[src/rtl/axi4_pkg.sv]
// rtl/axi4_pkg.sv - AXI4 burst/response encodings and size helper
package axi4_pkg;

  typedef enum logic [1:0] {
    BURST_FIXED = 2'b00,
    BURST_INCR  = 2'b01,
    BURST_WRAP  = 2'b10
  } burst_t;

  typedef enum logic [1:0] {
    RESP_OKAY   = 2'b00,
    RESP_EXOKAY = 2'b01,
    RESP_SLVERR = 2'b10,
    RESP_DECERR = 2'b11
  } resp_t;

  typedef logic [2:0] size_t;

  // AxSIZE encoding for a data width given in bits
  function automatic size_t int2SIZE(input int dw);
    return size_t'($clog2(dw / 8));
  endfunction

endpackage

[src/rtl/sockit_spi_pkg.sv]
// rtl/sockit_spi_pkg.sv - shared types for the SPI master datapath
package sockit_spi_pkg;

  typedef enum logic [2:0] {
    IDLE = 3'd0,
    ADDR = 3'd1,
    DATA = 3'd2,
    RESP = 3'd3,
    DONE = 3'd4
  } dma_state_t;

endpackage

[src/rtl/axi4_if.sv]
// rtl/axi4_if.sv - AXI4 bus bundle (IDs on request channels only)
interface axi4_if #(
  parameter int AW = 32,
  parameter int DW = 32,
  parameter int IW = 1
);
  logic [IW-1:0]   AWID;
  logic [AW-1:0]   AWADDR;
  logic [7:0]      AWLEN;
  logic [2:0]      AWSIZE;
  logic [1:0]      AWBURST;
  logic            AWLOCK;
  logic [3:0]      AWCACHE;
  logic [2:0]      AWPROT;
  logic [3:0]      AWQOS;
  logic            AWVALID;
  logic            AWREADY;
  logic [DW-1:0]   WDATA;
  logic [DW/8-1:0] WSTRB;
  logic            WLAST;
  logic            WVALID;
  logic            WREADY;
  logic [1:0]      BRESP;
  logic            BVALID;
  logic            BREADY;
  logic [IW-1:0]   ARID;
  logic [AW-1:0]   ARADDR;
  logic [7:0]      ARLEN;
  logic [2:0]      ARSIZE;
  logic [1:0]      ARBURST;
  logic            ARLOCK;
  logic [3:0]      ARCACHE;
  logic [2:0]      ARPROT;
  logic [3:0]      ARQOS;
  logic            ARVALID;
  logic            ARREADY;
  logic [DW-1:0]   RDATA;
  logic [1:0]      RRESP;
  logic            RLAST;
  logic            RVALID;
  logic            RREADY;

  modport m (
    output AWID, AWADDR, AWLEN, AWSIZE, AWBURST, AWLOCK, AWCACHE, AWPROT, AWQOS, AWVALID,
    input  AWREADY,
    output WDATA, WSTRB, WLAST, WVALID,
    input  WREADY,
    input  BRESP, BVALID,
    output BREADY,
    output ARID, ARADDR, ARLEN, ARSIZE, ARBURST, ARLOCK, ARCACHE, ARPROT, ARQOS, ARVALID,
    input  ARREADY,
    input  RDATA, RRESP, RLAST, RVALID,
    output RREADY
  );
endinterface

[src/rtl/sockit_spi_if.sv]
// rtl/sockit_spi_if.sv - SPI stream bundle: s drives data out, d takes data in
interface sockit_spi_if #(
  parameter int DW = 32
);
  logic          vld;
  logic [DW-1:0] dat;
  logic          rdy;

  modport s (output vld, dat, input rdy);
  modport d (input vld, dat, output rdy);
endinterface

[src/rtl/sockit_spi_dma_master.sv]
// rtl/sockit_spi_dma_master.sv - single-burst AXI4 DMA initiator between SPI streams and memory
// TX reads a burst into the sdw stream, RX writes the sdr stream out as a burst.
module sockit_spi_dma_master
  import axi4_pkg::*;
  import sockit_spi_pkg::*;
#(
  parameter int DW = 32,
  parameter int AW = 32
) (
  input  logic          ACLK,
  input  logic          ARESETn,
  input  logic          cmd_vld,
  output logic          cmd_rdy,
  input  logic          cmd_dir,
  input  logic [AW-1:0] cmd_adr,
  input  logic [7:0]    cmd_len,
  output logic          sts_vld,
  output logic          sts_err,
  axi4_if.m             axi,
  sockit_spi_if.s       sdw,
  sockit_spi_if.d       sdr
);

  localparam int    BW   = DW / 8;
  localparam size_t SIZE = int2SIZE(DW);

  dma_state_t    state;
  dma_state_t    state_nxt;
  logic          dir_q;
  logic [AW-1:0] adr_q;
  logic [7:0]    len_q;
  logic [7:0]    cnt;
  logic          err;
  logic          arvalid_q;
  logic          awvalid_q;

  logic          accept;
  logic          reject;
  logic          tx_act;
  logic          rx_act;
  logic          r_hs;
  logic          w_hs;
  logic          b_hs;
  logic          last_beat;
  logic [13:0]   span_end;

  // End offset of the burst inside its 4 KB page; anything past 4096 crosses the page
  assign span_end  = 14'(cmd_adr[11:0]) + (14'(cmd_len) + 14'd1) * 14'(BW);
  assign reject    = ((cmd_adr & AW'(BW - 1)) != '0) || (span_end > 14'd4096);
  assign accept    = cmd_vld && (state == IDLE);
  assign tx_act    = (state == DATA) && !dir_q;
  assign rx_act    = (state == DATA) && dir_q;
  assign last_beat = (cnt == 8'd0);

  // Handshakes built from inputs and state only, so the ready outputs stay loop-free
  assign r_hs = tx_act && axi.RVALID && sdw.rdy;
  assign w_hs = rx_act && sdr.vld && axi.WREADY;
  assign b_hs = (state == RESP) && axi.BVALID;

  always_ff @(posedge ACLK) begin
    if (!ARESETn) begin
      state     <= IDLE;
      dir_q     <= 1'b0;
      adr_q     <= '0;
      len_q     <= '0;
      cnt       <= '0;
      err       <= 1'b0;
      arvalid_q <= 1'b0;
      awvalid_q <= 1'b0;
    end else begin
      state <= state_nxt;
      case (state)
        IDLE: if (accept) begin
          dir_q     <= cmd_dir;
          adr_q     <= cmd_adr;
          len_q     <= cmd_len;
          cnt       <= cmd_len;
          err       <= reject;
          arvalid_q <= !reject && !cmd_dir;
          awvalid_q <= !reject && cmd_dir;
        end
        ADDR: begin
          if (axi.ARREADY) arvalid_q <= 1'b0;
          if (axi.AWREADY) awvalid_q <= 1'b0;
        end
        DATA: begin
          if (r_hs) begin
            cnt <= cnt - 8'd1;
            if ((axi.RRESP != RESP_OKAY) || (axi.RLAST != last_beat)) err <= 1'b1;
          end else if (w_hs) begin
            cnt <= cnt - 8'd1;
          end
        end
        RESP: if (b_hs && (axi.BRESP != RESP_OKAY)) err <= 1'b1;
        DONE: err <= 1'b0;
        default: ;
      endcase
    end
  end

  always_comb begin
    state_nxt = state;
    cmd_rdy   = 1'b0;
    sts_vld   = 1'b0;
    sts_err   = 1'b0;
    case (state)
      IDLE: begin
        cmd_rdy = 1'b1;
        if (accept) state_nxt = reject ? DONE : ADDR;
      end
      ADDR: if ((arvalid_q && axi.ARREADY) || (awvalid_q && axi.AWREADY)) state_nxt = DATA;
      DATA: begin
        if (r_hs && axi.RLAST) state_nxt = DONE;
        else if (w_hs && last_beat) state_nxt = RESP;
      end
      RESP: if (b_hs) state_nxt = DONE;
      DONE: begin
        sts_vld   = 1'b1;
        sts_err   = err;
        state_nxt = IDLE;
      end
      default: state_nxt = IDLE;
    endcase
  end

  assign axi.ARID    = '0;
  assign axi.ARADDR  = adr_q;
  assign axi.ARLEN   = len_q;
  assign axi.ARSIZE  = SIZE;
  assign axi.ARBURST = BURST_INCR;
  assign axi.ARLOCK  = 1'b0;
  assign axi.ARCACHE = '0;
  assign axi.ARPROT  = '0;
  assign axi.ARQOS   = '0;
  assign axi.ARVALID = arvalid_q;

  assign axi.AWID    = '0;
  assign axi.AWADDR  = adr_q;
  assign axi.AWLEN   = len_q;
  assign axi.AWSIZE  = SIZE;
  assign axi.AWBURST = BURST_INCR;
  assign axi.AWLOCK  = 1'b0;
  assign axi.AWCACHE = '0;
  assign axi.AWPROT  = '0;
  assign axi.AWQOS   = '0;
  assign axi.AWVALID = awvalid_q;

  // Stream stalls pass straight through as AXI bubbles/back-pressure
  assign sdw.vld    = tx_act && axi.RVALID;
  assign sdw.dat    = axi.RDATA;
  assign axi.RREADY = tx_act && sdw.rdy;

  assign axi.WVALID = rx_act && sdr.vld;
  assign axi.WDATA  = sdr.dat;
  assign axi.WSTRB  = '1;
  assign axi.WLAST  = last_beat;
  assign sdr.rdy    = rx_act && axi.WREADY;

  assign axi.BREADY = (state == RESP);

endmodule

[src/flat_wrapper.sv]
// flat-port wrapper written by rule: the top's interface ports become plain ports
module sockit_spi_dma_master_flat import axi4_pkg::*; import sockit_spi_pkg::*;
#(
  parameter int DW = 32,
  parameter int AW = 32
)
  (ACLK, ARESETn, cmd_vld, cmd_rdy, cmd_dir, cmd_adr, cmd_len, sts_vld, sts_err, axi_AWID, axi_AWADDR, axi_AWLEN, axi_AWSIZE, axi_AWBURST, axi_AWLOCK, axi_AWCACHE, axi_AWPROT, axi_AWQOS, axi_AWVALID, axi_AWREADY, axi_WDATA, axi_WSTRB, axi_WLAST, axi_WVALID, axi_WREADY, axi_BRESP, axi_BVALID, axi_BREADY, axi_ARID, axi_ARADDR, axi_ARLEN, axi_ARSIZE, axi_ARBURST, axi_ARLOCK, axi_ARCACHE, axi_ARPROT, axi_ARQOS, axi_ARVALID, axi_ARREADY, axi_RDATA, axi_RRESP, axi_RLAST, axi_RVALID, axi_RREADY, sdw_vld, sdw_dat, sdw_rdy, sdr_vld, sdr_dat, sdr_rdy);
  axi4_if #(.AW(AW), .DW(DW)) axi_i ();
  sockit_spi_if #(.DW(DW)) sdw_i ();
  sockit_spi_if #(.DW(DW)) sdr_i ();
  input  logic ACLK;
  input  logic ARESETn;
  input  logic cmd_vld;
  output logic cmd_rdy;
  input  logic cmd_dir;
  input  logic [AW-1:0] cmd_adr;
  input  logic [7:0] cmd_len;
  output logic sts_vld;
  output logic sts_err;
  output wire logic [$bits(axi_i.AWID)-1:0] axi_AWID;
  output wire logic [$bits(axi_i.AWADDR)-1:0] axi_AWADDR;
  output wire logic [$bits(axi_i.AWLEN)-1:0] axi_AWLEN;
  output wire logic [$bits(axi_i.AWSIZE)-1:0] axi_AWSIZE;
  output wire logic [$bits(axi_i.AWBURST)-1:0] axi_AWBURST;
  output wire logic [$bits(axi_i.AWLOCK)-1:0] axi_AWLOCK;
  output wire logic [$bits(axi_i.AWCACHE)-1:0] axi_AWCACHE;
  output wire logic [$bits(axi_i.AWPROT)-1:0] axi_AWPROT;
  output wire logic [$bits(axi_i.AWQOS)-1:0] axi_AWQOS;
  output wire logic [$bits(axi_i.AWVALID)-1:0] axi_AWVALID;
  input wire logic [$bits(axi_i.AWREADY)-1:0] axi_AWREADY;
  output wire logic [$bits(axi_i.WDATA)-1:0] axi_WDATA;
  output wire logic [$bits(axi_i.WSTRB)-1:0] axi_WSTRB;
  output wire logic [$bits(axi_i.WLAST)-1:0] axi_WLAST;
  output wire logic [$bits(axi_i.WVALID)-1:0] axi_WVALID;
  input wire logic [$bits(axi_i.WREADY)-1:0] axi_WREADY;
  input wire logic [$bits(axi_i.BRESP)-1:0] axi_BRESP;
  input wire logic [$bits(axi_i.BVALID)-1:0] axi_BVALID;
  output wire logic [$bits(axi_i.BREADY)-1:0] axi_BREADY;
  output wire logic [$bits(axi_i.ARID)-1:0] axi_ARID;
  output wire logic [$bits(axi_i.ARADDR)-1:0] axi_ARADDR;
  output wire logic [$bits(axi_i.ARLEN)-1:0] axi_ARLEN;
  output wire logic [$bits(axi_i.ARSIZE)-1:0] axi_ARSIZE;
  output wire logic [$bits(axi_i.ARBURST)-1:0] axi_ARBURST;
  output wire logic [$bits(axi_i.ARLOCK)-1:0] axi_ARLOCK;
  output wire logic [$bits(axi_i.ARCACHE)-1:0] axi_ARCACHE;
  output wire logic [$bits(axi_i.ARPROT)-1:0] axi_ARPROT;
  output wire logic [$bits(axi_i.ARQOS)-1:0] axi_ARQOS;
  output wire logic [$bits(axi_i.ARVALID)-1:0] axi_ARVALID;
  input wire logic [$bits(axi_i.ARREADY)-1:0] axi_ARREADY;
  input wire logic [$bits(axi_i.RDATA)-1:0] axi_RDATA;
  input wire logic [$bits(axi_i.RRESP)-1:0] axi_RRESP;
  input wire logic [$bits(axi_i.RLAST)-1:0] axi_RLAST;
  input wire logic [$bits(axi_i.RVALID)-1:0] axi_RVALID;
  output wire logic [$bits(axi_i.RREADY)-1:0] axi_RREADY;
  output wire logic [$bits(sdw_i.vld)-1:0] sdw_vld;
  output wire logic [$bits(sdw_i.dat)-1:0] sdw_dat;
  input wire logic [$bits(sdw_i.rdy)-1:0] sdw_rdy;
  input wire logic [$bits(sdr_i.vld)-1:0] sdr_vld;
  input wire logic [$bits(sdr_i.dat)-1:0] sdr_dat;
  output wire logic [$bits(sdr_i.rdy)-1:0] sdr_rdy;
  assign axi_AWID = axi_i.AWID;
  assign axi_AWADDR = axi_i.AWADDR;
  assign axi_AWLEN = axi_i.AWLEN;
  assign axi_AWSIZE = axi_i.AWSIZE;
  assign axi_AWBURST = axi_i.AWBURST;
  assign axi_AWLOCK = axi_i.AWLOCK;
  assign axi_AWCACHE = axi_i.AWCACHE;
  assign axi_AWPROT = axi_i.AWPROT;
  assign axi_AWQOS = axi_i.AWQOS;
  assign axi_AWVALID = axi_i.AWVALID;
  assign axi_i.AWREADY = axi_AWREADY;
  assign axi_WDATA = axi_i.WDATA;
  assign axi_WSTRB = axi_i.WSTRB;
  assign axi_WLAST = axi_i.WLAST;
  assign axi_WVALID = axi_i.WVALID;
  assign axi_i.WREADY = axi_WREADY;
  assign axi_i.BRESP = axi_BRESP;
  assign axi_i.BVALID = axi_BVALID;
  assign axi_BREADY = axi_i.BREADY;
  assign axi_ARID = axi_i.ARID;
  assign axi_ARADDR = axi_i.ARADDR;
  assign axi_ARLEN = axi_i.ARLEN;
  assign axi_ARSIZE = axi_i.ARSIZE;
  assign axi_ARBURST = axi_i.ARBURST;
  assign axi_ARLOCK = axi_i.ARLOCK;
  assign axi_ARCACHE = axi_i.ARCACHE;
  assign axi_ARPROT = axi_i.ARPROT;
  assign axi_ARQOS = axi_i.ARQOS;
  assign axi_ARVALID = axi_i.ARVALID;
  assign axi_i.ARREADY = axi_ARREADY;
  assign axi_i.RDATA = axi_RDATA;
  assign axi_i.RRESP = axi_RRESP;
  assign axi_i.RLAST = axi_RLAST;
  assign axi_i.RVALID = axi_RVALID;
  assign axi_RREADY = axi_i.RREADY;
  assign sdw_vld = sdw_i.vld;
  assign sdw_dat = sdw_i.dat;
  assign sdw_i.rdy = sdw_rdy;
  assign sdr_i.vld = sdr_vld;
  assign sdr_i.dat = sdr_dat;
  assign sdr_rdy = sdr_i.rdy;
  sockit_spi_dma_master #(.DW(DW), .AW(AW)) u_core (.ACLK(ACLK), .ARESETn(ARESETn), .cmd_vld(cmd_vld), .cmd_rdy(cmd_rdy), .cmd_dir(cmd_dir), .cmd_adr(cmd_adr), .cmd_len(cmd_len), .sts_vld(sts_vld), .sts_err(sts_err), .axi(axi_i), .sdw(sdw_i), .sdr(sdr_i));
endmodule
[config.mk]
export PLATFORM = sky130hd
export DESIGN_NAME = sockit_spi_dma_master_flat
export DESIGN_NICKNAME = d
export VERILOG_FILES = /design/src/rtl/axi4_pkg.sv /design/src/rtl/sockit_spi_pkg.sv /design/src/rtl/axi4_if.sv /design/src/rtl/sockit_spi_if.sv /design/src/rtl/sockit_spi_dma_master.sv /design/src/flat_wrapper.sv
export SDC_FILE = /design/constraint.sdc
export NUM_CORES = 1
export LEC_CHECK = 0
export ABC_AREA = 1
export BUFFER_PORTS_ARGS = -buffer_cell sky130_fd_sc_hd__buf_2
export CAP_MARGIN = 5
export CORE_AREA = 2 2 124 126
export CTS_BUF_LIST = sky130_fd_sc_hd__clkbuf_4 sky130_fd_sc_hd__clkbuf_8
export CTS_CLUSTER_SIZE = 8
export DETAILED_ROUTE_END_ITERATION = 7
export DIE_AREA = 0 0 126 128
export SLEW_MARGIN = 0
export SYNTH_ARGS = -nofsm -noshare
export SYNTH_HDL_FRONTEND = slang
export SYNTH_SLANG_ARGS = --single-unit
[constraint.sdc]
create_clock -name ACLK -period 3 [get_ports ACLK]
set_input_delay 0.3 -clock ACLK [delete_from_list [all_inputs] [get_ports ACLK]]
set_output_delay 0.3 -clock ACLK [all_outputs]
set_load 0.05 [all_outputs]
==> key figures <==
Setup path
  – Worst Setup Start Kind: input port
  – Crit. End Element: flip-flop
  – Critical path type: input port to flip-flop
  – R2R setup slack: 1030 ps
  – Reg-to-Reg End: u_core.state[1]
  – Critical Path Start: cmd_len[1]
  – Cell count along the critical path: 20
  – Crit-path slowest cell: ha_1
  – CP Cell Sequence: buf_2, ha_1, nand3_1, nor3_1, xor2_1, inv_1, ha_1, nand2_1, nor2_1, nand3_1, nand3_1, nand3_1, nor2_1, nand3_1, nand2_1, nand2_1, nand2_1, nand3_1, nand2_1, nor2_1
  – Max incr delay on CP: 340 ps
  – CP max FO: 5
  – Reg2Reg Depth: 10
  – Critical Path AT: 2670 ps
  – Worst path most repeated cell: nand3_1
  – Buf+Inv Stages, Crit Path: 2
  – Critical R2R Launch: u_core.state[1]
  – Crit path required time: 3230 ps
  – CP delay by family, top: simple AND/OR/NAND/NOR gates
  – CP Capture Point: u_core.state[2]

Global route
  – Vias in the first global route: 3022
  – Grt total ovfl: 0
  – First-pass GRT wire length: 16200 um
  – GRT Util Overall: 12.7%
  – Largest net degree at the start of global routing: 47
  – Antenna violations before repair: 0

Die
  – Die Y: 128 um
  – Initial core utilization: 27.6%
  – Io pins: 315
  – Row cnt: 45
  – DIE WIDTH: 126 um
  – Core box area: 14900 sq um
  – Die footprint: 16100 sq um

Yosys
  – Asr flop ratio synth: 0%
  – Mapped Avg Cell Area: 6.93 sq um
  – EDFF count, synth: 0
  – Top-count cell post-synth: buf_4
  – Distinct cells, synth: 37
  – Dominant synthesized flop cell: dfxtp_1
  – Cells after synthesis: 591
  – Share of the yosys chip area belonging to registers: 26.9%
  – Yosys reg bits: 55
  – Synth Cell Area: 4100 sq um
  – Top cell type's share of synthesized area: 26.9%
  – Synth top area cells: dfxtp_1 27%, buf_4 27%, nor2_1 9.4%
  – Area leader, netlist: dfxtp_1
  – Synth top cells by count: 145 x buf_4, 103 x nor2_1, 65 x nand2_1
  – Synth Warn #: 0

Route
  – # DRC: 0
  – Routed vias: 3442
  – Iter 0 DRT Violations: 159
  – DRT antenna net count: 0
  – Router iterations before antenna repair: 4
  – Total wire length: 10800 um
  – Average wire per standard cell: 13.3 um
  – DR vias/cell: 4.23

Timing
  – Hold Fails Final Rpt: 0
  – Slew of the pin with the lowest slew margin: 505 ps
  – Fmax: 409 MHz
  – Slew Limit Headroom: 66.2%
  – Setup TNS: 0 ps
  – Tcrit/Tclk final: 81.4%
  – Clock skew: 11.3 ps
  – # setup viols final: 0
  – Fin crit period: 2440 ps
  – Unrepaired setup endpoints after global routing: no
  – Fin. max-slew vios: 0

Worst hold path
  – Hold Startpoint: cmd_adr[23]
  – Min-Delay Path Depth: 3
  – HP Class: input port to flip-flop

Layout
  – Final Net Count: 759
  – Area grow syn2layout: 2.11%
  – Layout fillers: 1723
  – Layout cell share with drive strength beyond 1: 27.2%
  – Non-filler instance count after layout: 814
  – Antenna Cells: 0

Pwr
  – PD cells: 723 nW/um^2
  – Lkg Pwr: 2.25 nW
  – Peak supply drop: 0.272 mV

Clock network
  – Setup Fix Bufs, Post-CTS: 0
  – Htree depth: 2
  – TritonCTS Sinks: 55
  – Worst skew pair latency: 320 ps
  – Resized cells post-CTS: 0
  – Clock slew at reported path FFs: 120 ps
  – TritonCTS buffer count: 5
  – Hold-fix buffers, CTS: 0
  – Clock tree root buffer cell: clkbuf_8
  – CTS tree: yes
  – Max clock buf depth: 2

Run status
  – Status: finished clean

Place
  – Gp weighted congestion: 0.794
  – Inst Count DP: 806
  – IO buf count: 146
  – Hpwl dp: 8320 um

Job
  – Maxcap violations: 0
==> kinds of logic after synthesis <==
family / after synthesis / synth area share (%)
buf+inv: 208 / 32.3
fa+ha+maj: 14 / 4.46
simple gates: 216 / 22.8
other cells: 2 / 0.183
xor+xnor: 8 / 1.71
flops: 55 / 26.9
compound gates: 88 / 11.6
==> worst reg2reg max path, delay by kind of cell (launching register included) <==
| kind | cells | cell delay [ps] |
|---|---|---|
| buffers and inverters | 1 | 50 |
| and+or+nand+nor | 6 | 1020 |
| DFF | 1 | 400 |
| AOI/OAI and AO/OA | 3 | 440 |
==> per-stage QoR <==
stage | worst slack [ps] | hold slack [ps] | area (sq um) | total power [mW] | util [%]
detailed placement | 197 | 461 | 4090 | 2.59 | 27.5
global route | 175 | 175 | 4180 | 3.21 | 28.1
finish | 557 | 190 | 4180 | 3.02 | 28.1
global placement | 225 | 458 | 4090 | 2.59 | 27.5
CTS | 544 | 176 | 4180 | 3.07 | 28.1
floorplan | 624 | 435 | 4240 | 2.60 | -
==> cell usage in the layout (no fill, tap or decap), types with 2 or more instances in the layout <==
cell type	synthesis	final
nand4_1	5	5
inv_1	45	45
buf_4	145	3
nor2_1	103	102
nand3_1	22	22
ha_1	13	13
inv_2	2	2
nand3b_1	4	4
conb_1	2	40
nor2_2	3	3
o21ai_0	53	53
a21oi_1	18	18
nor3_1	5	5
o21ai_1	2	2
nand2_1	65	65
clkbuf_8	0	5
buf_2	0	146
a211oi_1	4	4
a31oi_1	6	6
nor3b_1	2	2
xor2_1	7	7
dfxtp_1	55	55
==> registers in the layout (all words and copies together) (netlist names) <==
signal and count:
u_core.axi.AWVALID 1, u_core.axi.ARVALID 1, u_core.cnt 8, u_core.dir_q 1
u_core.state 3, u_core.axi.ARADDR 32, u_core.axi.ARLEN 8, u_core.err 1
==> layout make-up <==
cell class / count / area, sq um / area share, %
repair buffers: 149 / 753 / 18.0
inverters: 48 / 180 / 4.31
clock inverters: 3 / 23.8 / 0.568
multi-input cells: 366 / 1820 / 43.5
flip-flops and latches: 55 / 1100 / 26.3
well taps: 188 / 235 / 5.62
clock buffers: 5 / 68.8 / 1.65
==> power by group <==
group          switching (mW)  internal, mW  total (mW)  leakage [nW]
sequential              0.101         0.859       0.960         0.456
combinational            1.26         0.348        1.61          1.74
clock                   0.288         0.170       0.458        0.0461
total                    1.65          1.38        3.02          2.25
==> per-layer routing <==
layer / track usage, % / routed length (um)
met5: 0 / 0
met4: 4.59 / 262
met3: 2.50 / 645
met2: 20.9 / 5000
met1: 16.5 / 4880
==> worst min path at each step <==
| stage | end |
|---|---|
| floorplan | u_core.axi.ARADDR[0] |
| global placement | u_core.err |
| detailed placement | u_core.err |
| CTS | u_core.axi.ARADDR[20] |
| global route | u_core.axi.ARADDR[20] |
| finish | u_core.axi.ARADDR[23] |
(Power assumes the default switching activity.)
